$ cat src/rtl/camac_cycle_arbiter.sv
`default_nettype none
// ============================================================================
//  Module      : camac_cycle_arbiter
//  Description : Sequences single CAMAC dataway cycles through the
//                micro-program automate on behalf of two requesters, the ISA
//                host port (HOST) and the LAM-service poller (LAM).
//                Arbitrates, presents a/w with a setup window before sel_n,
//                waits for the automate's rdy low/high handshake and reports
//                done (and timeout_err on abort) to the winning requester.
//  Revision    : 1.0 - initial release
// ----------------------------------------------------------------------------
//  Parameters
//    SETUP_CYCLES   : clocks a/w are stable before sel_n asserts (1..15)
//    TIMEOUT_CYCLES : max clocks sel_n stays low before the cycle is aborted
//                     (2..1023)
//  Build option
//    ARB_LAM_PRIORITY_EN : when defined, LAM wins every tie (fixed priority);
//                          otherwise ties are resolved round-robin.
//  Ports
//    clk, reset              : clock, synchronous active-high reset
//    host_req/host_a/host_w  : HOST request level, subaddress, direction
//    host_done               : HOST cycle finished (one-clock pulse)
//    lam_req/lam_a/lam_w     : LAM request level, subaddress, direction
//    lam_done                : LAM cycle finished (one-clock pulse)
//    a, w, sel_n             : subaddress, direction, select to automate
//    rdy                     : automate ready (low while cycle in progress)
//    busy                    : high in every state except IDLE
//    timeout_err             : pulses with done when the cycle was aborted
//    grant_lam               : owner of current/last cycle (0 HOST, 1 LAM)
// ============================================================================
module camac_cycle_arbiter #(
    parameter int SETUP_CYCLES   = 2,
    parameter int TIMEOUT_CYCLES = 255
) (
    input  logic       clk,
    input  logic       reset,
    input  logic       host_req,
    input  logic [1:0] host_a,
    input  logic       host_w,
    output logic       host_done,
    input  logic       lam_req,
    input  logic [1:0] lam_a,
    input  logic       lam_w,
    output logic       lam_done,
    output logic [1:0] a,
    output logic       w,
    output logic       sel_n,
    input  logic       rdy,
    output logic       busy,
    output logic       timeout_err,
    output logic       grant_lam
);

    localparam int         c_CNT_W     = 10;
    localparam logic [2:0] c_S_IDLE    = 3'd0;
    localparam logic [2:0] c_S_SETUP   = 3'd1;
    localparam logic [2:0] c_S_WAIT_LO = 3'd2;
    localparam logic [2:0] c_S_WAIT_HI = 3'd3;
    localparam logic [2:0] c_S_RELEASE = 3'd4;

    // The setup counter is loaded with N-1 so that sel_n falls exactly
    // SETUP_CYCLES edges after the request is accepted.
    localparam logic [c_CNT_W-1:0] c_SETUP_LAST = c_CNT_W'(SETUP_CYCLES - 1);
    localparam logic [c_CNT_W-1:0] c_TIMEOUT    = c_CNT_W'(TIMEOUT_CYCLES);

    logic [2:0]         r_state;
    logic [2:0]         w_state_nxt;
    logic [c_CNT_W-1:0] r_cnt;
    logic [c_CNT_W-1:0] w_cnt_nxt;
    logic [c_CNT_W-1:0] w_cnt_inc;
    logic               r_timeout;
    logic               w_timeout_nxt;
    logic               w_start;
    logic               w_pick_lam;
    logic [1:0]         r_a;
    logic               r_w;
    logic               r_grant_lam;

    // Winner selection, only consulted on the IDLE->SETUP edge.
`ifdef ARB_LAM_PRIORITY_EN
    assign w_pick_lam = lam_req;
`else
    // Tie goes to the requester that did not own the previous cycle.
    assign w_pick_lam = lam_req & (~host_req | ~r_grant_lam);
`endif

    // State register
    always_ff @(posedge clk) begin
        if (reset) begin
            r_state   <= c_S_IDLE;
            r_cnt     <= '0;
            r_timeout <= 1'b0;
        end else begin
            r_state   <= w_state_nxt;
            r_cnt     <= w_cnt_nxt;
            r_timeout <= w_timeout_nxt;
        end
    end

    // Next-state logic. One counter serves both the setup window (counting
    // down) and the handshake timeout (counting up from zero).
    always_comb begin
        w_state_nxt   = r_state;
        w_cnt_nxt     = r_cnt;
        w_timeout_nxt = r_timeout;
        w_start       = 1'b0;
        w_cnt_inc     = r_cnt + 1'b1;
        case (r_state)
            c_S_IDLE: begin
                if (host_req | lam_req) begin
                    w_start       = 1'b1;
                    w_cnt_nxt     = c_SETUP_LAST;
                    w_timeout_nxt = 1'b0;
                    w_state_nxt   = c_S_SETUP;
                end
            end
            c_S_SETUP: begin
                if (r_cnt == '0) begin
                    w_cnt_nxt   = '0;
                    w_state_nxt = c_S_WAIT_LO;
                end else begin
                    w_cnt_nxt = r_cnt - 1'b1;
                end
            end
            c_S_WAIT_LO: begin
                w_cnt_nxt = w_cnt_inc;
                // The cycle cannot complete from here, so the timeout wins
                // even if rdy is seen low on the same edge.
                if (w_cnt_inc == c_TIMEOUT) begin
                    w_timeout_nxt = 1'b1;
                    w_state_nxt   = c_S_RELEASE;
                end else if (!rdy) begin
                    w_state_nxt = c_S_WAIT_HI;
                end
            end
            c_S_WAIT_HI: begin
                w_cnt_nxt = w_cnt_inc;
                // A completion on the final allowed clock counts as success.
                if (rdy) begin
                    w_state_nxt = c_S_RELEASE;
                end else if (w_cnt_inc == c_TIMEOUT) begin
                    w_timeout_nxt = 1'b1;
                    w_state_nxt   = c_S_RELEASE;
                end
            end
            c_S_RELEASE: begin
                w_state_nxt = c_S_IDLE;
            end
            default: begin
                w_state_nxt = c_S_IDLE;
            end
        endcase
    end

    // Cycle owner and a/w are captured only when a cycle is accepted and
    // then held through RELEASE and the following idle period.
    always_ff @(posedge clk) begin
        if (reset) begin
            r_a         <= 2'd0;
            r_w         <= 1'b0;
            r_grant_lam <= 1'b1;
        end else if (w_start) begin
            r_grant_lam <= w_pick_lam;
            r_a         <= w_pick_lam ? lam_a : host_a;
            r_w         <= w_pick_lam ? lam_w : host_w;
        end
    end

    assign a           = r_a;
    assign w           = r_w;
    assign grant_lam   = r_grant_lam;
    assign busy        = (r_state != c_S_IDLE);
    assign sel_n       = ~((r_state == c_S_WAIT_LO) | (r_state == c_S_WAIT_HI));
    assign host_done   = (r_state == c_S_RELEASE) & ~r_grant_lam;
    assign lam_done    = (r_state == c_S_RELEASE) &  r_grant_lam;
    assign timeout_err = (r_state == c_S_RELEASE) &  r_timeout;

endmodule
`default_nettype wire

$ cat config.mk
export PLATFORM = sky130hd
export DESIGN_NAME = camac_cycle_arbiter
export DESIGN_NICKNAME = d
export VERILOG_FILES = /design/src/rtl/camac_cycle_arbiter.sv
export SDC_FILE = /design/constraint.sdc
export NUM_CORES = 1
export LEC_CHECK = 0
export CORE_ASPECT_RATIO = 1.75
export CORE_MARGIN = 8
export CORE_UTILIZATION = 55
export CTS_CLUSTER_DIAMETER = 60
export DETAILED_ROUTE_END_ITERATION = 6
export PLACE_DENSITY = 0.79
export SLEW_MARGIN = 10
export SYNTH_ARGS = -nofsm -noshare
export SYNTH_HDL_FRONTEND = slang
export SYNTH_SLANG_ARGS = --single-unit
export TNS_END_PERCENT = 100
$ cat constraint.sdc
create_clock -name clk -period 4.6 [get_ports clk]
set_input_delay 0.69 -clock clk [delete_from_list [all_inputs] [get_ports clk]]
set_output_delay 0.69 -clock clk [all_outputs]
set_load 0.02 [all_outputs]
# Word-level counts from Yosys, hierarchy flattened
# Index checks and enable logic that the tools add are counted.
[totals]
reg_bits = 18
output_inout_bits = 9
[op_classes]
n_reduce_logical = 9
mux = 18
eq_ne = 10
add_sub_neg = 2
bitwise = 10
[op_table]
columns = ["operator", "n"]
rows = [
  ["case mux 10 bit (3 select lines)", 1],
  ["two-way mux 10 bit", 2],
  ["two-way mux 3 bit", 6],
  ["case mux 3 bit (4 select lines)", 1],
  ["adder 10 x 1 -> 10 bit, second input constant", 1],
  ["== test 10 x 8 -> 1 bit, second input constant", 1],
  ["zero test 10 bit", 1],
  ["subtractor 10 x 1 -> 10 bit, second input constant", 1],
  ["nonzero test 3 bit", 3],
  ["== test 3 x 2 -> 1 bit, second input constant", 2],
  ["two-way mux 1 bit", 6],
  ["inequality test 2 bit, second input constant", 3],
  ["inequality test 3 bit, second input constant", 2],
  ["bitwise AND 1 bit", 4],
  ["AND reduction 4 bit", 1],
  ["== test 3 x 1 -> 1 bit, second input constant", 1],
  ["== test 3 bit, second input constant", 1],
  ["zero test 3 bit", 1],
  ["inverter 1 bit", 3],
  ["OR 1 bit", 3],
  ["case mux 1 bit (3 select lines)", 1],
  ["AND reduction 3 bit", 1],
  ["two-way mux 2 bit", 1],
  ["AND reduction 2 bit", 1],
  ["OR reduction 2 bit", 1],
]

# Logic depth before layout (Yosys ltp)
# Gate-level depths: netlist of the first run.
[depth]
depth_word = 5
depth_mapped = 7
mapped_depth_nobuf = 7

# Worst setup path after synthesis of the first run
# No wires, ideal clock.
[synth_timing]
path_kind = "reg2reg"
startpoint = "register r_cnt[0]"
endpoint = "register r_state[1]"
arrival_ns = 1.818
slack_ns = 2.665
period_less_slack_ns = 1.935
setup_ns = 0.117
t_required_ns = 4.483
path_stages_with_launch = 7
path_cell_list = "dfxtp_1 ha_1 and2_2 nand4_1 xor2_1 or4_4 a32o_1"
[synth_between]
elab_chain_cells = 4
[synth_lines]
columns = ["element", "line_no", "source"]
rows = [
  ["from (decl)", "68", "logic [c_CNT_W-1:0] r_cnt;"],
  ["from (signal assigned)", "95", "r_cnt <= w_cnt_nxt;"],
  ["adder 10 x 1 -> 10 bit", "107", "w_cnt_inc = r_cnt + 1'b1;"],
  ["== test 10 x 8 -> 1 bit", "129, 141", ""],
  ["inequality test 3 bit (no line) or two-way mux 3 bit (tied branches)", "-", ""],
  ["AND reduction 4 bit (no line) or case mux 3 bit (4 select lines) (tied branches)", "-", ""],
  ["to (signal assigned)", "90", "r_state <= c_S_IDLE;"],
  ["to (signal assigned)", "94", "r_state <= w_state_nxt;"],
  ["to (decl)", "66", "logic [2:0] r_state;"],
]
# Parallel ways exist; a longest one is shown, timed or not.
# A chain may end at the register's enable or synchronous reset.

# Final worst setup path of the first run
[layout_timing]
startpoint = "register r_state[1]"
endpoint = "output sel_n"
[layout_between]
elab_chain_cells = 3
[layout_lines]
columns = ["element", "line_no", "source"]
rows = [
  ["== test 3 x 2 -> 1 bit", "173", "assign sel_n = ~((r_state == c_S_WAIT_LO) | (r_state == c_S_WAIT_HI));"],
  ["OR 1 bit *", "173", ""],
  ["inverter 1 bit *", "173", ""],
  ["to (decl)", "47", "output logic sel_n,"],
]
# Every way passes the cells marked *; elsewhere a longest branch is shown, timed or not.

==> qor.txt, run 1 <==
post-synthesis compound-gate area fraction - 23.8%
non-filler instance count after layout - 202
ranking of synthesized cells by area - dfxtp_1 27%, nor2_1 5.4%, a21oi_1 5.3%, clkbuf_8 4.2%, ha_1 3.8%
count leader, synth - nor2_1
Net Switching - 0.509 mW
FF+latch count, synth - 18
crit-path max FO - 10
Post-CTS Setup Bufs - 0
Slew Limit Fails - 0
initial DRC count - 33
clk buf depth - 2
share of cells above drive strength 1 - 5.65%
power after layout - 1.05 mW
die area - 0.00429 mm^2
core area - 0.00227 mm^2
area of the multi-input gates - 842 um^2
Peak supply drop - 0.368 mV
Clk pwr share - 10.8%
Routed WL per cell - 17.4 um
via/cell ratio - 6.37
DRT antenna net count - 0
Die X - 53.1 um
routed wire length - 3.51 mm
crit path buf inv count - 2
ANT cells - 0
vias in the first global route - 1,332
first-pass GRT wire length - 5.91 mm
placed insts - 199
Layout Area Growth over Synthesis - 12.6%
critical path data required time - 3.91 ns
initial antenna violation count - 0
Root Driver - clkbuf_8
Worst Tran Pin Value - 0.772 ns
unrepaired setup endpoints after global routing - no
Post-CTS Hold Buffers - 0
logic gate share of total power - 58.8%
outcome - finished clean
Flop pwr share - 30.4%
Post-Syn Area - 0.00132 mm^2
Synth top area share - 27.3%
CTS tree - done
Sink Count - 18
Filler cells - 198
H-tree depth - 1
Ports - 20
Setup TNS - 0 ns
latest clock arrival within the worst-skew pair - 0.26 ns
FP Rows - 23
Tmin final - 2.93 ns
final setup fails - 0
Critical Path Sink Type - output pin
Max Cap Viol - 0
Synthesized Nets - 180
async set-reset flop share out of synthesis - 0%
Core Util, Final - 65.4%
Seq/Total Area, Yosys - 27.3%
Max Freq - 342 MHz
largest net degree at the start of global routing - 21
fin worst setup slack - 1.67 ns
post-place setup slack - 2.02 ns
Post-Synth Simple-Gate Area - 27.8%
TritonRoute pass-1 iters - 4
Synth cell types - 54
detailed placer's ending HPWL - 2.69 mm
Post-Synthesis Cells - 165
Pint - 0.538 mW
Min Hold Slack - 0.498 ns
Post-synth top cells - 19 x nor2_1, 18 x dfxtp_1, 14 x a21oi_1
Reg clk slew, reported paths - 0.07 ns
CTS buffer count - 3
WS Path Type - register to output pin
IO Port Bufs - 19
GR Overflow Total - 0
Critical Path Source Type - register
final hold vios - 0
DR vias - 1,286
slowest stage cell, crit path - clkdlybuf4s50_1
initial core utilization - 58.1%
post-synthesis mux area share - 3.03%
top_reg_cell synth - dfxtp_1
CP arrival - 2.24 ns
nets - 194
sw frac - 48.6%
worst relative slew slack - 48.4%
main combinational cell family by area after synthesis - simple AND/OR/NAND/NOR gates
class of the worst hold path - register to register
Adder-Cell Fraction of Synth Area - 3.79%
xor/xnor share of the synthesized area - 5.30%
Cell Chain, Critical Path - nor2b_1 > clkinv_1 > clkdlybuf4s50_1
Placed Area - 0.00145 mm^2
crit-path leading delay family - buffers and inverters
Ys Warns - 0
Resize count post-CTS - 0
DRC - 0
leakage - 0.546 nW
Synth area leader - dfxtp_1
Setup Skew - 0.00559 ns
Sequential Area - 360 um^2
Post-synth EDFFs - 0
PD cells - 703 mW/mm^2
GPL Wtd Cong - 0.928
Chip Height - 80.8 um
GRT Total Usage - 17.7%
period utilisation layout - 63.6%
Syn Area/Cell - 8.01 um^2
fin area - 0.00149 mm^2
delay of the slowest critical-path stage - 0.64 ns
==> routing by layer <==
metal | GRT usage (%) | wire, um | up-vias
li1 | - | - | 627
met1 | 16.6 | 1310 | 606
met2 | 31.6 | 1840 | 39
met3 | 5.48 | 200 | 14
met4 | 10.7 | 153 | 0
met5 | 0 | 0 | -
==> tightest hold or removal path, cell delays in order, from the launching register on <==
cell and delay [ns]:
dfxtp_1 0.31, nor2_1 0.09, a211oi_1 0.05
==> flip-flops by register name (all words and copies together) (netlist names) <==
signal and count:
grant_lam 1, r_timeout 1, r_state 3, a 2
r_cnt 10, w 1
==> cell type report <==
cell class	count	area share (%)
Inverter	6	1.51
Clock buffer	3	2.78
Tap cell	25	2.10
Multi-Input combinational cell	131	56.6
Sequential cell	18	24.2
Timing Repair Buffer	19	12.8
==> cells in the final DEF, fill, tap and decap left out, drive strengths merged, types with 3 or more instances in the layout <==
cell / synthesis / layout
nor2: 19 / 19
clkdlybuf4s50: 0 / 19
dfxtp: 18 / 18
a21oi: 14 / 14
nand2: 13 / 13
nor3: 9 / 9
o21ai: 7 / 7
inv: 5 / 5
nand4: 4 / 4
xnor2: 4 / 4
mux2i: 4 / 4
xor2: 4 / 4
ha: 4 / 4
a211oi: 4 / 4
nor3b: 3 / 3
a221oi: 3 / 3
clkbuf: 8 / 3
and3: 3 / 3
and2: 3 / 3
==> path summary, 6_finish.rpt <==
path	cells after the start	endpoint	slack (ns)	startpoint
worst max-delay path	3	sel_n	1.67	r_state[1]$_SDFFE_PP0P_
worst min-delay path	2	a[1]$_SDFFE_PP0P_	0.50	a[1]$_SDFFE_PP0P_
worst max register to register	6	r_state[1]$_SDFFE_PP0P_	2.43	r_cnt[0]$_SDFFE_PP0P_
worst min register to register	2	a[1]$_SDFFE_PP0P_	0.50	a[1]$_SDFFE_PP0P_
==> power groups by stage <==
stage / registers (mW) / logic, mW / clock network (mW)
floorplan: 0.282 / 0.514 / 0
global placement: 0.316 / 0.592 / 0
detailed placement: 0.318 / 0.609 / 0
CTS: 0.314 / 0.613 / 0.113
global route: 0.330 / 0.680 / 0.124
finish: 0.318 / 0.615 / 0.113
==> cell families after synthesis <==
family	count (synthesis)
simple gates	69
compound gates	46
flops	18
buf+inv	16
xor+xnor	8
mux	4
fa+ha+maj	4
(Power assumes the default switching activity.)
==> run 2: changes to the inputs <==
--- a/config.mk
+++ b/config.mk
@@ -7,10 +7,10 @@
 export LEC_CHECK = 0
 export CORE_ASPECT_RATIO = 1.75
 export CORE_MARGIN = 8
-export CORE_UTILIZATION = 55
+export CORE_UTILIZATION = 53
 export CTS_CLUSTER_DIAMETER = 60
 export DETAILED_ROUTE_END_ITERATION = 6
-export PLACE_DENSITY = 0.79
+export PLACE_DENSITY = 0.77
 export SLEW_MARGIN = 10
 export SYNTH_ARGS = -nofsm -noshare
 export SYNTH_HDL_FRONTEND = slang
==> constraint.sdc (replaced) <==
create_clock -name clk -period 2.71 [get_ports clk]
set_input_delay 0.4065 -clock clk [delete_from_list [all_inputs] [get_ports clk]]
set_output_delay 0.4065 -clock clk [all_outputs]
set_load 0.02 [all_outputs]
==> run 2 against run 1 <==
Power is 75% higher. Sequential share of layout area is 0.48 points lower. Register-to-register slack worse by 1.9 ns. First-iteration DRC count is 52% higher. Sequential power is 71% higher. Global-route usage is 0.25 points higher. Combinational power is 72% higher. Highest routed layer unchanged.
==> qor.txt, run 2 (synthesis results as in run 1) <==
Setup Skew - 0.00182 ns (was 0.00559 ns)
outcome - finished clean (unchanged)
final hold vios - 0 (unchanged)
commonest cells after routing, fill and taps aside - 19 x nor2_1, 19 x clkdlybuf4s50_1, 18 x dfxtp_1 (unchanged)
Ports - 20 (unchanged)
GPL Wtd Cong - 0.907 (was 0.928)
initial DRC count - 50 (was 33)
IO Port Bufs - 19 (unchanged)
PD cells - 1210 mW/mm^2 (was 703 mW/mm^2)
flop2flop setup slack - 0.57 ns (was 2.43 ns)
core area - 0.00243 mm^2 (was 0.00227 mm^2)
Worst Tran Pin Value - 0.634 ns (was 0.772 ns)
nets - 196 (was 194)
Die X - 53.7 um (was 53.1 um)
FP Rows - 24 (was 23)
worst hold path depth - 2 (unchanged)
final setup fails - 0 (unchanged)
slowest stage cell, crit path - clkdlybuf4s50_1 (unchanged)
detailed placer's ending HPWL - 2.80 mm (was 2.69 mm)
vias in the first global route - 1,311 (was 1,332)
R2R cell count - 6 (unchanged)
Cell Chain, Critical Path - nor2b_1 > clkinv_1 > clkdlybuf4s50_1 (unchanged)
Setup TNS - 0 ns (unchanged)
first-pass GRT wire length - 6.04 mm (was 5.91 mm)
GR Overflow Total - 0 (unchanged)
post-place setup slack - 0.583 ns (was 2.02 ns)
ANT cells - 0 (unchanged)
Max Freq - 404 MHz
Filler cells - 233 (was 198)
initial antenna violation count - 0 (unchanged)
Root Driver - clkbuf_8 (unchanged)
H-tree depth - 1 (unchanged)
RR Startpoint - r_cnt[0]$_SDFFE_PP0P_ (unchanged)
Critical Path Sink Type - output pin (unchanged)
die area - 0.00441 mm^2 (was 0.00429 mm^2)
DRC - 0 (unchanged)
latest clock arrival within the worst-skew pair - 0.27 ns (was 0.26 ns)
Layout Area Growth over Synthesis - 14.9% (was 12.6%)
Peak supply drop - 0.659 mV (was 0.368 mV)
CTS buffer count - 3 (unchanged)
Core Util, Final - 62.4% (was 65.4%)
area of the multi-input gates - 842 um^2 (unchanged)
TritonRoute pass-1 iters - 4 (unchanged)
CTS tree - done (unchanged)
CP arrival - 2.07 ns (was 2.24 ns)
Reg with most FFs - r_cnt (unchanged)
hold path startpoint - r_timeout$_SDFFE_PP0P_ (was a[1]$_SDFFE_PP0P_)
via/cell ratio - 6.48 (was 6.37)
delay of the slowest critical-path stage - 0.59 ns (was 0.64 ns)
Resize count post-CTS - 0 (unchanged)
Tmin final - 2.47 ns
routed wire length - 3.70 mm (was 3.51 mm)
reg2reg end - r_state[1]$_SDFFE_PP0P_ (unchanged)
max reg flops - 10 (unchanged)
class of the worst hold path - register to register (unchanged)
Max Cap Viol - 0 (unchanged)
crit-path max FO - 7 (was 10)
Reg clk slew, reported paths - 0.07 ns (about the same)
GRT Total Usage - 17.9% (was 17.7%)
Critical Path Source Type - register (unchanged)
fin worst setup slack - 0.237 ns (was 1.67 ns)
Sink Count - 18 (unchanged)
Sequential Area - 360 um^2 (unchanged)
leakage - 0.562 nW (was 0.546 nW)
DRT antenna net count - 0 (unchanged)
Slew Limit Fails - 0 (unchanged)
DR vias - 1,335 (was 1,286)
Routed WL per cell - 17.9 um (was 17.4 um)
Post-CTS Hold Buffers - 0 (unchanged)
WS Path Type - register to output pin (unchanged)
worst relative slew slack - 57.7% (was 48.4%)
initial core utilization - 54.3% (was 58.1%)
hold worst-path end - r_timeout$_SDFFE_PP0P_ (was a[1]$_SDFFE_PP0P_)
clk buf depth - 2 (unchanged)
largest net degree at the start of global routing - 13 (was 21)
share of cells above drive strength 1 - 7.22% (was 5.65%)
unrepaired setup endpoints after global routing - no (unchanged)
Chip Height - 82.1 um (was 80.8 um)
critical path data required time - 2.30 ns (was 3.91 ns)
period utilisation layout - 91.3%
Post-CTS Setup Bufs - 0 (unchanged)
==> run 2: cell types whose count changed in the layout (fill, tap and decap cells not counted) <==
cell / previous run / this run
clkbuf_8: 3 / 4
buf_4: 0 / 2
==> run 2: final cells by class <==
cell class | count | area share (%)
multi-input combinational | 131 | 55.5
sequential | 18 | 23.7
timing repair buffer | 21 | 13.5
clock buffer | 4 | 3.63
tap | 26 | 2.14
inverter | 6 | 1.48
==> run 2: worst max-delay path, delay by kind of cell, from the launching register on <==
kind                   cells  cell delay [ns]
DFF                        1             0.44
and+or+nand+nor            1             0.56
buffers and inverters      2             0.80
==> run 2: through the flow <==
step                hold slack (ns)  power (mW)  instance area (um^2)  cells
global placement              0.487        1.55                  1460    202
floorplan                     0.461        1.35                  1320    165
finish                        0.509        1.84                  1520    206
CTS                           0.510        1.82                  1520    206
detailed placement            0.498        1.58                  1460    202
global route                  0.526        1.97                  1520    206
==> run 2: worst max path at each step <==
stage	start	endpoint	slack (ns)	cells after the start
2_1_floorplan	r_cnt[0]$_SDFFE_PP0P_	r_state[1]$_SDFFE_PP0P_	0.77	6
3_3_place_gp	r_state[1]$_SDFFE_PP0P_	sel_n	0.54	3
3_5_place_dp	r_state[1]$_SDFFE_PP0P_	sel_n	0.58	3
4_1_cts	r_state[1]$_SDFFE_PP0P_	sel_n	0.28	3
5_1_grt	r_state[1]$_SDFFE_PP0P_	sel_n	0.13	3
6_report	r_state[1]$_SDFFE_PP0P_	sel_n	0.24	3
==> run 2: metal layers <==
layer	vias up	part of all wire [%]	GRT usage (%)
met2	51	53	32.1
li1	637	-	-
met1	633	37	17.1
met3	14	5.7	4.53
met4	0	4.7	11.7
met5	-	0	0
==> run 2: report_power, final <==
part	internal [mW]	leakage [nW]	switching (mW)
registers	0.363	0.148	0.181
logic	0.454	0.386	0.604
clock network	0.130	0.0288	0.104
